<file path="src/rtl/pingpong_frame_ctrl.sv">
// Ping-pong frame-buffer controller: writer fills one bank while VGA scans out the other.
// Optional FRAME_DROP_CNT_EN adds a saturating count of frames dropped while a swap was pending.
module pingpong_frame_ctrl #(
  parameter int DATA_W     = 1,
  parameter int ADDR_W     = 16,
  parameter int FRAME_SIZE = 64000
) (
  input  logic              clk,
  input  logic              rst_n,
  input  logic              wr_sof,
  input  logic              wr_en,
  input  logic [ADDR_W-1:0] wr_addr,
  input  logic [DATA_W-1:0] wr_din,
  input  logic              wr_end,
  output logic              wr_allow,
  input  logic              rd_en,
  input  logic [ADDR_W-1:0] rd_addr,
  input  logic              rd_end,
  output logic [DATA_W-1:0] dout,
  output logic              disp_valid,
`ifdef FRAME_DROP_CNT_EN
  output logic [7:0]        drop_cnt,
`endif
  output logic              ram0_wr_en,
  output logic              ram1_wr_en,
  output logic [ADDR_W-1:0] ram_wr_addr,
  output logic [DATA_W-1:0] ram_wr_data,
  output logic              ram0_rd_en,
  output logic              ram1_rd_en,
  output logic [ADDR_W-1:0] ram_rd_addr,
  input  logic [DATA_W-1:0] ram0_q,
  input  logic [DATA_W-1:0] ram1_q,
  output logic              addr_err
);

  typedef enum logic [1:0] {IDLE, WRITE, HOLD, DROP} st_e;

  localparam logic [ADDR_W:0] FRAME_LIM = FRAME_SIZE[ADDR_W:0];

  st_e               state_q, state_d;
  logic              rd_sel_q, rd_sel_d;
  logic              disp_valid_q, disp_valid_d;
  logic              addr_err_q, addr_err_d;
  logic              ram0_wr_en_q, ram0_wr_en_d;
  logic              ram1_wr_en_q, ram1_wr_en_d;
  logic [ADDR_W-1:0] wr_addr_q, wr_addr_d;
  logic [DATA_W-1:0] wr_data_q, wr_data_d;
  logic              rd_vld_q, rd_vld_d;
  logic              rd_bank_q, rd_bank_d;
  logic [DATA_W-1:0] dout_q, dout_d;
  logic              swap, in_range, wr_ok;

  assign in_range = {1'b0, wr_addr} < FRAME_LIM;
  assign wr_ok    = (state_q == WRITE) && wr_en;
  // A frame completing in the same cycle as rd_end is swapped in immediately.
  assign swap     = rd_end && ((state_q == HOLD) || (state_q == DROP) ||
                               ((state_q == WRITE) && wr_end));

  always_comb begin
    state_d      = state_q;
    rd_sel_d     = rd_sel_q;
    disp_valid_d = disp_valid_q;
    case (state_q)
      IDLE:    if (wr_sof) state_d = WRITE;
      WRITE:   if (wr_end) state_d = HOLD;
               else if (wr_sof) state_d = WRITE;
      HOLD:    if (wr_sof) state_d = DROP;
      DROP:    if (wr_end) state_d = HOLD;
      default: state_d = IDLE;
    endcase
    if (swap) begin
      state_d      = IDLE;
      rd_sel_d     = ~rd_sel_q;
      disp_valid_d = 1'b1;
    end
  end

  always_comb begin
    ram0_wr_en_d = wr_ok && in_range && rd_sel_q;
    ram1_wr_en_d = wr_ok && in_range && !rd_sel_q;
    addr_err_d   = addr_err_q | (wr_ok && !in_range);
    wr_addr_d    = wr_addr_q;
    wr_data_d    = wr_data_q;
    if (wr_ok && in_range) begin
      wr_addr_d = wr_addr;
      wr_data_d = wr_din;
    end
  end

  // Bank select travels with the read so the RAM's 1-cycle q lines up at dout.
  always_comb begin
    rd_vld_d  = rd_en;
    rd_bank_d = rd_sel_q;
    dout_d    = '0;
    if (rd_vld_q && disp_valid_q) dout_d = rd_bank_q ? ram1_q : ram0_q;
  end

  always_ff @(posedge clk or negedge rst_n) begin
    if (!rst_n) begin
      state_q      <= IDLE;
      rd_sel_q     <= 1'b0;
      disp_valid_q <= 1'b0;
      addr_err_q   <= 1'b0;
      ram0_wr_en_q <= 1'b0;
      ram1_wr_en_q <= 1'b0;
      wr_addr_q    <= '0;
      wr_data_q    <= '0;
      rd_vld_q     <= 1'b0;
      rd_bank_q    <= 1'b0;
      dout_q       <= '0;
    end else begin
      state_q      <= state_d;
      rd_sel_q     <= rd_sel_d;
      disp_valid_q <= disp_valid_d;
      addr_err_q   <= addr_err_d;
      ram0_wr_en_q <= ram0_wr_en_d;
      ram1_wr_en_q <= ram1_wr_en_d;
      wr_addr_q    <= wr_addr_d;
      wr_data_q    <= wr_data_d;
      rd_vld_q     <= rd_vld_d;
      rd_bank_q    <= rd_bank_d;
      dout_q       <= dout_d;
    end
  end

`ifdef FRAME_DROP_CNT_EN
  logic [7:0] drop_cnt_q, drop_cnt_d;

  always_comb begin
    drop_cnt_d = drop_cnt_q;
    if ((state_q == HOLD) && (state_d == DROP) && (drop_cnt_q != 8'hFF))
      drop_cnt_d = drop_cnt_q + 8'd1;
  end

  always_ff @(posedge clk or negedge rst_n) begin
    if (!rst_n) drop_cnt_q <= '0;
    else        drop_cnt_q <= drop_cnt_d;
  end

  assign drop_cnt = drop_cnt_q;
`endif

  assign wr_allow    = (state_q == IDLE) || (state_q == WRITE);
  assign disp_valid  = disp_valid_q;
  assign addr_err    = addr_err_q;
  assign dout        = dout_q;
  assign ram0_wr_en  = ram0_wr_en_q;
  assign ram1_wr_en  = ram1_wr_en_q;
  assign ram_wr_addr = wr_addr_q;
  assign ram_wr_data = wr_data_q;
  assign ram0_rd_en  = rd_en && !rd_sel_q;
  assign ram1_rd_en  = rd_en && rd_sel_q;
  assign ram_rd_addr = rd_addr;

endmodule
</file>
<file path="config.mk">
export PLATFORM = sky130hd
export DESIGN_NAME = pingpong_frame_ctrl
export DESIGN_NICKNAME = d
export VERILOG_FILES = /design/src/rtl/pingpong_frame_ctrl.sv
export SDC_FILE = /design/constraint.sdc
export NUM_CORES = 1
export LEC_CHECK = 0
export BUFFER_PORTS_ARGS = -buffer_cell sky130_fd_sc_hd__clkbuf_2
export CAP_MARGIN = 20
export CORE_ASPECT_RATIO = 0.75
export CORE_MARGIN = 1.5
export CORE_UTILIZATION = 37
export DETAILED_ROUTE_END_ITERATION = 12
export GPL_TIMING_DRIVEN = 1
export PLACE_DENSITY = 0.85
export SLEW_MARGIN = 20
export SYNTH_ARGS = -nofsm -noshare
export SYNTH_HDL_FRONTEND = slang
export SYNTH_SLANG_ARGS = --single-unit
</file>
<file path="constraint.sdc">
create_clock -name clk -period 1.4 [get_ports clk]
set_input_delay 0.28 -clock clk [delete_from_list [all_inputs] [get_ports clk]]
set_output_delay 0.28 -clock clk [all_outputs]
set_load 0.01 [all_outputs]
</file>
# --- Word-level counts from Yosys, hierarchy flattened ---
# Index checks and enable logic that the tools add are counted.
word_totals:
  latchBits: 0
  in_bits: 42
  register_bits: 27
  mem_bits_rw: 0
  memories: 0
  romBits: 0
  word_cells: 44
  out_inout_bits: 41
classes:
  n_reduce_logical: 17
  muxes: 8
  shift: 0
  div: 0
  order_cmp: 1
  eq_ne: 5
  mul: 0
  n_addsub: 0
  bitwise: 2
op_table:
  columns: ["operator", "count"]
  rows:
  - ["$lt 16x16->1 const B", 1]
  - ["$logic_and 1x1->1", 10]
  - ["$mux 2", 5]
  - ["$pmux 2 s4", 1]
  - ["$ne 3x3->1 const B", 2]
  - ["$eq 2x2->1 const B", 2]
  - ["$logic_or 1x1->1", 3]
  - ["$eq 2x1->1 const B", 1]
  - ["$logic_not 1->1", 2]
  - ["$logic_not 2->1", 1]
  - ["$mux 1", 2]
  - ["$reduce_and 2->1", 1]
  - ["$not 1->1", 1]
  - ["$or 1x1->1", 1]

# --- Longest topological paths before layout ---
logic_depth:
  ltp_word: 6
  ltp_mapped: 4
  mapped_depth_nobuf: 3

# --- Worst setup path after synthesis ---
# OpenSTA, ideal clock, no wires.
synth_path:
  path_kind: "flip-flop to flip-flop"
  start: "register state_q[1]"
  end: "register wr_addr_q[10], in the netlist ram_wr_addr[10]"
  required_ns: 1.275
  path_stages_with_launch: 5
  slack_ns: -0.033
  synth_period_minus_slack_ns: 1.433
  path_buffers: 1
  arrival_time_ns: 1.308
  path_cell_list: "dfrtp_1 nand3b_4 a41o_4 buf_12 mux2_4"
synth_via:
  elab_chain_len: 3
synth_lines:
  columns: ["element", "line_no", "rtl"]
  rows:
  - ["start: declaration", "40", "st_e state_q, state_d;"]
  - ["start signal: assignment", "112", "state_q <= state_d;"]
  - ["$eq 2x1->1", "54", "assign wr_ok = (state_q == WRITE) && wr_en;"]
  - ["$logic_and 1x1->1", "54", null]
  - ["$logic_and 1x1->1", "84", "if (wr_ok && in_range) begin"]
  - ["end signal: assignment", "118", "wr_addr_q <= wr_addr_d;"]
  - ["end: declaration", "46", "logic [ADDR_W-1:0] wr_addr_q, wr_addr_d;"]
# Every way passes these cells.
# A chain may end at the register's enable or synchronous reset.

# --- Worst setup path in the final report ---
layout_path:
  start: "register state_q[1]"
  end: "register wr_addr_q[6], in the netlist ram_wr_addr[6]"
# The elaborated chain is that of the path after synthesis.

==> qor.csv <==
metric,value,unit
grt_overflow_total,0,
synth.top_cell.area_share,54.9,%
syn_nets,132,
hp-class,primary input to async pin,
worst_hold_slack,0.0227,ns
synth_enable_flop_cells,0,
vias,837,
slew_headroom,56.4,%
io_buffers,50,
drive_above_1_share,55.2,%
cp-end-kind,flip-flop,
synth_most_common_cell,dfrtp_1,
clock_path_buffers,2,
grt_pass1_vias,875,
maxSlewViolCount,0,
synthCells,90,
rows,17,
stdcell_area,0.00149,mm²
grt_pass1_wl,3.91,mm
worst_clock_skew,0.00449,ns
fp.dieW,69.6,µm
die_h,52.9,µm
synth_common_cells,"dfrtp_1 (27), buf_4 (16), mux2_4 (8)",
synth_top_family_by_area,multiplexers,
synth-xor-area-share,0.712,%
drt_iter0_drc,28,
syn_to_final_growth,21.1,%
path_clk_slew,0.09,ns
async_flop_share,100,%
drc,0,
cts_setup_buffers,0,
dpl-instance-area,0.00143,mm²
finalSetupViolCount,0,
cp_slowest_stage_delay,0.42,ns
htree_num_levels,1,
wl_per_cell,14.3,µm
crit_chain,"nand3b_4, a41o_2, mux2_4",
cts_tree,done,
max_cap_violations,0,
ys_seq_area_share,54.9,%
hpwlAfterDp,1.79,mm
tightestPinTransition,0.654,ns
period_share,95.5,%
p_leak,0.784,nW
fin_ws,0.0625,ns
peakVddDrop,1.12,mV
layout_min_cycle_time,1.34,ns
power_density,1640,mW/mm²
arrival,1.50,ns
fin_total_pwr,0.00244,W
syn_area_per_cell,13.7,µm²
grt_usage,13.8,%
first_pass_iters,2,
antenna_left,0,
muxShareOfSynthArea,15.9,%
yosys.area.top_type,dfrtp_1,
cp.required,1.56,ns
grt_max_degree,28,
cts_made_buffers,3,
cp_slowest_cell,dfrtp_1,
startpoint_type,flip-flop,
synthTopCellsByArea,"dfrtp_1 (55%), buf_4 (9.8%), mux2_4 (9.8%), mux2_2 (3.7%), mux2i_1 (2.4%)",
hold_viol,0,
clock_latency,0.27,ns
root_buffer,clkbuf_8,
syn_area,0.00123,mm²
io-pin-count,83,
synth_fa_ha_area_share,0,%
crit_type,flip-flop to flip-flop,
crit_family,flip-flops,
diodes,0,
die_area,0.00368,mm²
crit_path_max_fanout,7,
viasPerCell,4.87,
ys_warn_count,0,
synth_seq_cells,27,
antenna_found_initial,0,
fmax,0.748,GHz
ys_types,24,
cts.sinks,27,
synth_compound_area_share,8.65,%
status,finished clean,
core,0.00304,mm²
yosys.area_share.simple,7.83,%
place_congestion,0.791,
cp_num_buf_inv,0,
preCtsSetupSlack,-0.0391,ns
rsz0062_at_grt,false,
drt-total-wl,2.46,mm
fin_nets,177,
synth_flop_cell,dfrtp_1,
start_util,40.4,%
## cell families after synthesis
kind of cell,count (synthesis)
DFF,27
buffers and inverters,19
and+or+nand+nor,16
muxes,15
AOI/OAI and AO/OA,12
xor gates and xnor gates,1
## cell type report
cell class,instances,area [µm²]
fill,278,1550
clock buffer,4,45.0
tap,38,47.5
inverter,2,7.51
multi-input combinational,45,418
sequential,27,676
timing repair buffer,56,295
## path summary, 6_finish.rpt
check	startpoint	end	slack [ns]	cells past startpoint
max in group asynchronous	rst_n	rd_bank_d	0.95	1
setup reg to reg	state_q[1]	ram_wr_addr[6]	0.06	3
hold / removal	rst_n	rd_vld_q	0.02	1
setup / recovery	state_q[1]	ram_wr_addr[6]	0.06	3
min in group clk	rd_en	rd_vld_q	0.14	1
hold reg to reg	addr_err	addr_err	0.48	1
## where the power goes
group	switching, W	internal [W]	leakage (nW)	total (W)
clock network	0.000230	0.000204	0.0228	0.000434
registers	0.000171	0.00103	0.319	0.00120
logic	0.000363	0.000445	0.442	0.000808
total	0.000764	0.00168	0.784	0.00244
## cell usage in the layout, fill, tap and decap left out, drive strengths merged
cell type  count
clkbuf        54
nor2           7
dfrtp         27
o211a          1
o2111ai        1
nand4          1
mux2          12
and2           1
inv            2
o22a           3
nor2b          1
nand2b         2
a221oi         1
o21bai         1
nand3b         1
buf            6
xnor2          1
a41o           2
mux2i          3
nand2          1
a31oi          3
nor3b          2
a21oi          1
## state kept, by name, summed over array words and instances, names as in the netlist
signal and count:
addr_err 1, disp_valid 1, dout 1, ram0_wr_en 1
ram1_wr_en 1, ram_wr_addr 16, ram_wr_data 1, rd_bank_d 1
rd_bank_q 1, rd_vld_q 1, state_q 2
## per-layer routing
metal | track usage, % | wire length (µm) | up-vias
met5 | 0 | 0 | -
met4 | 5.23 | 42 | 0
met3 | 6.10 | 203 | 10
met2 | 24.4 | 1210 | 39
met1 | 15.1 | 1000 | 396
li1 | - | - | 392
## metrics by stage
step                setup TNS, ns  instances  util, %
floorplan                  -0.262         90        -
global placement          -0.0861        167     47.1
detailed placement         -0.346        167     47.1
CTS                             0        171     48.6
global route                    0        172     49.0
finish                          0        172     49.0
## repair_timing
item                                    4_1_cts  5_1_grt
hold buffers                                  0        0
endpoints found under the setup margin        0        5
resized for setup                             0        0
No activity file was read; power rests on OpenSTA's default activity.
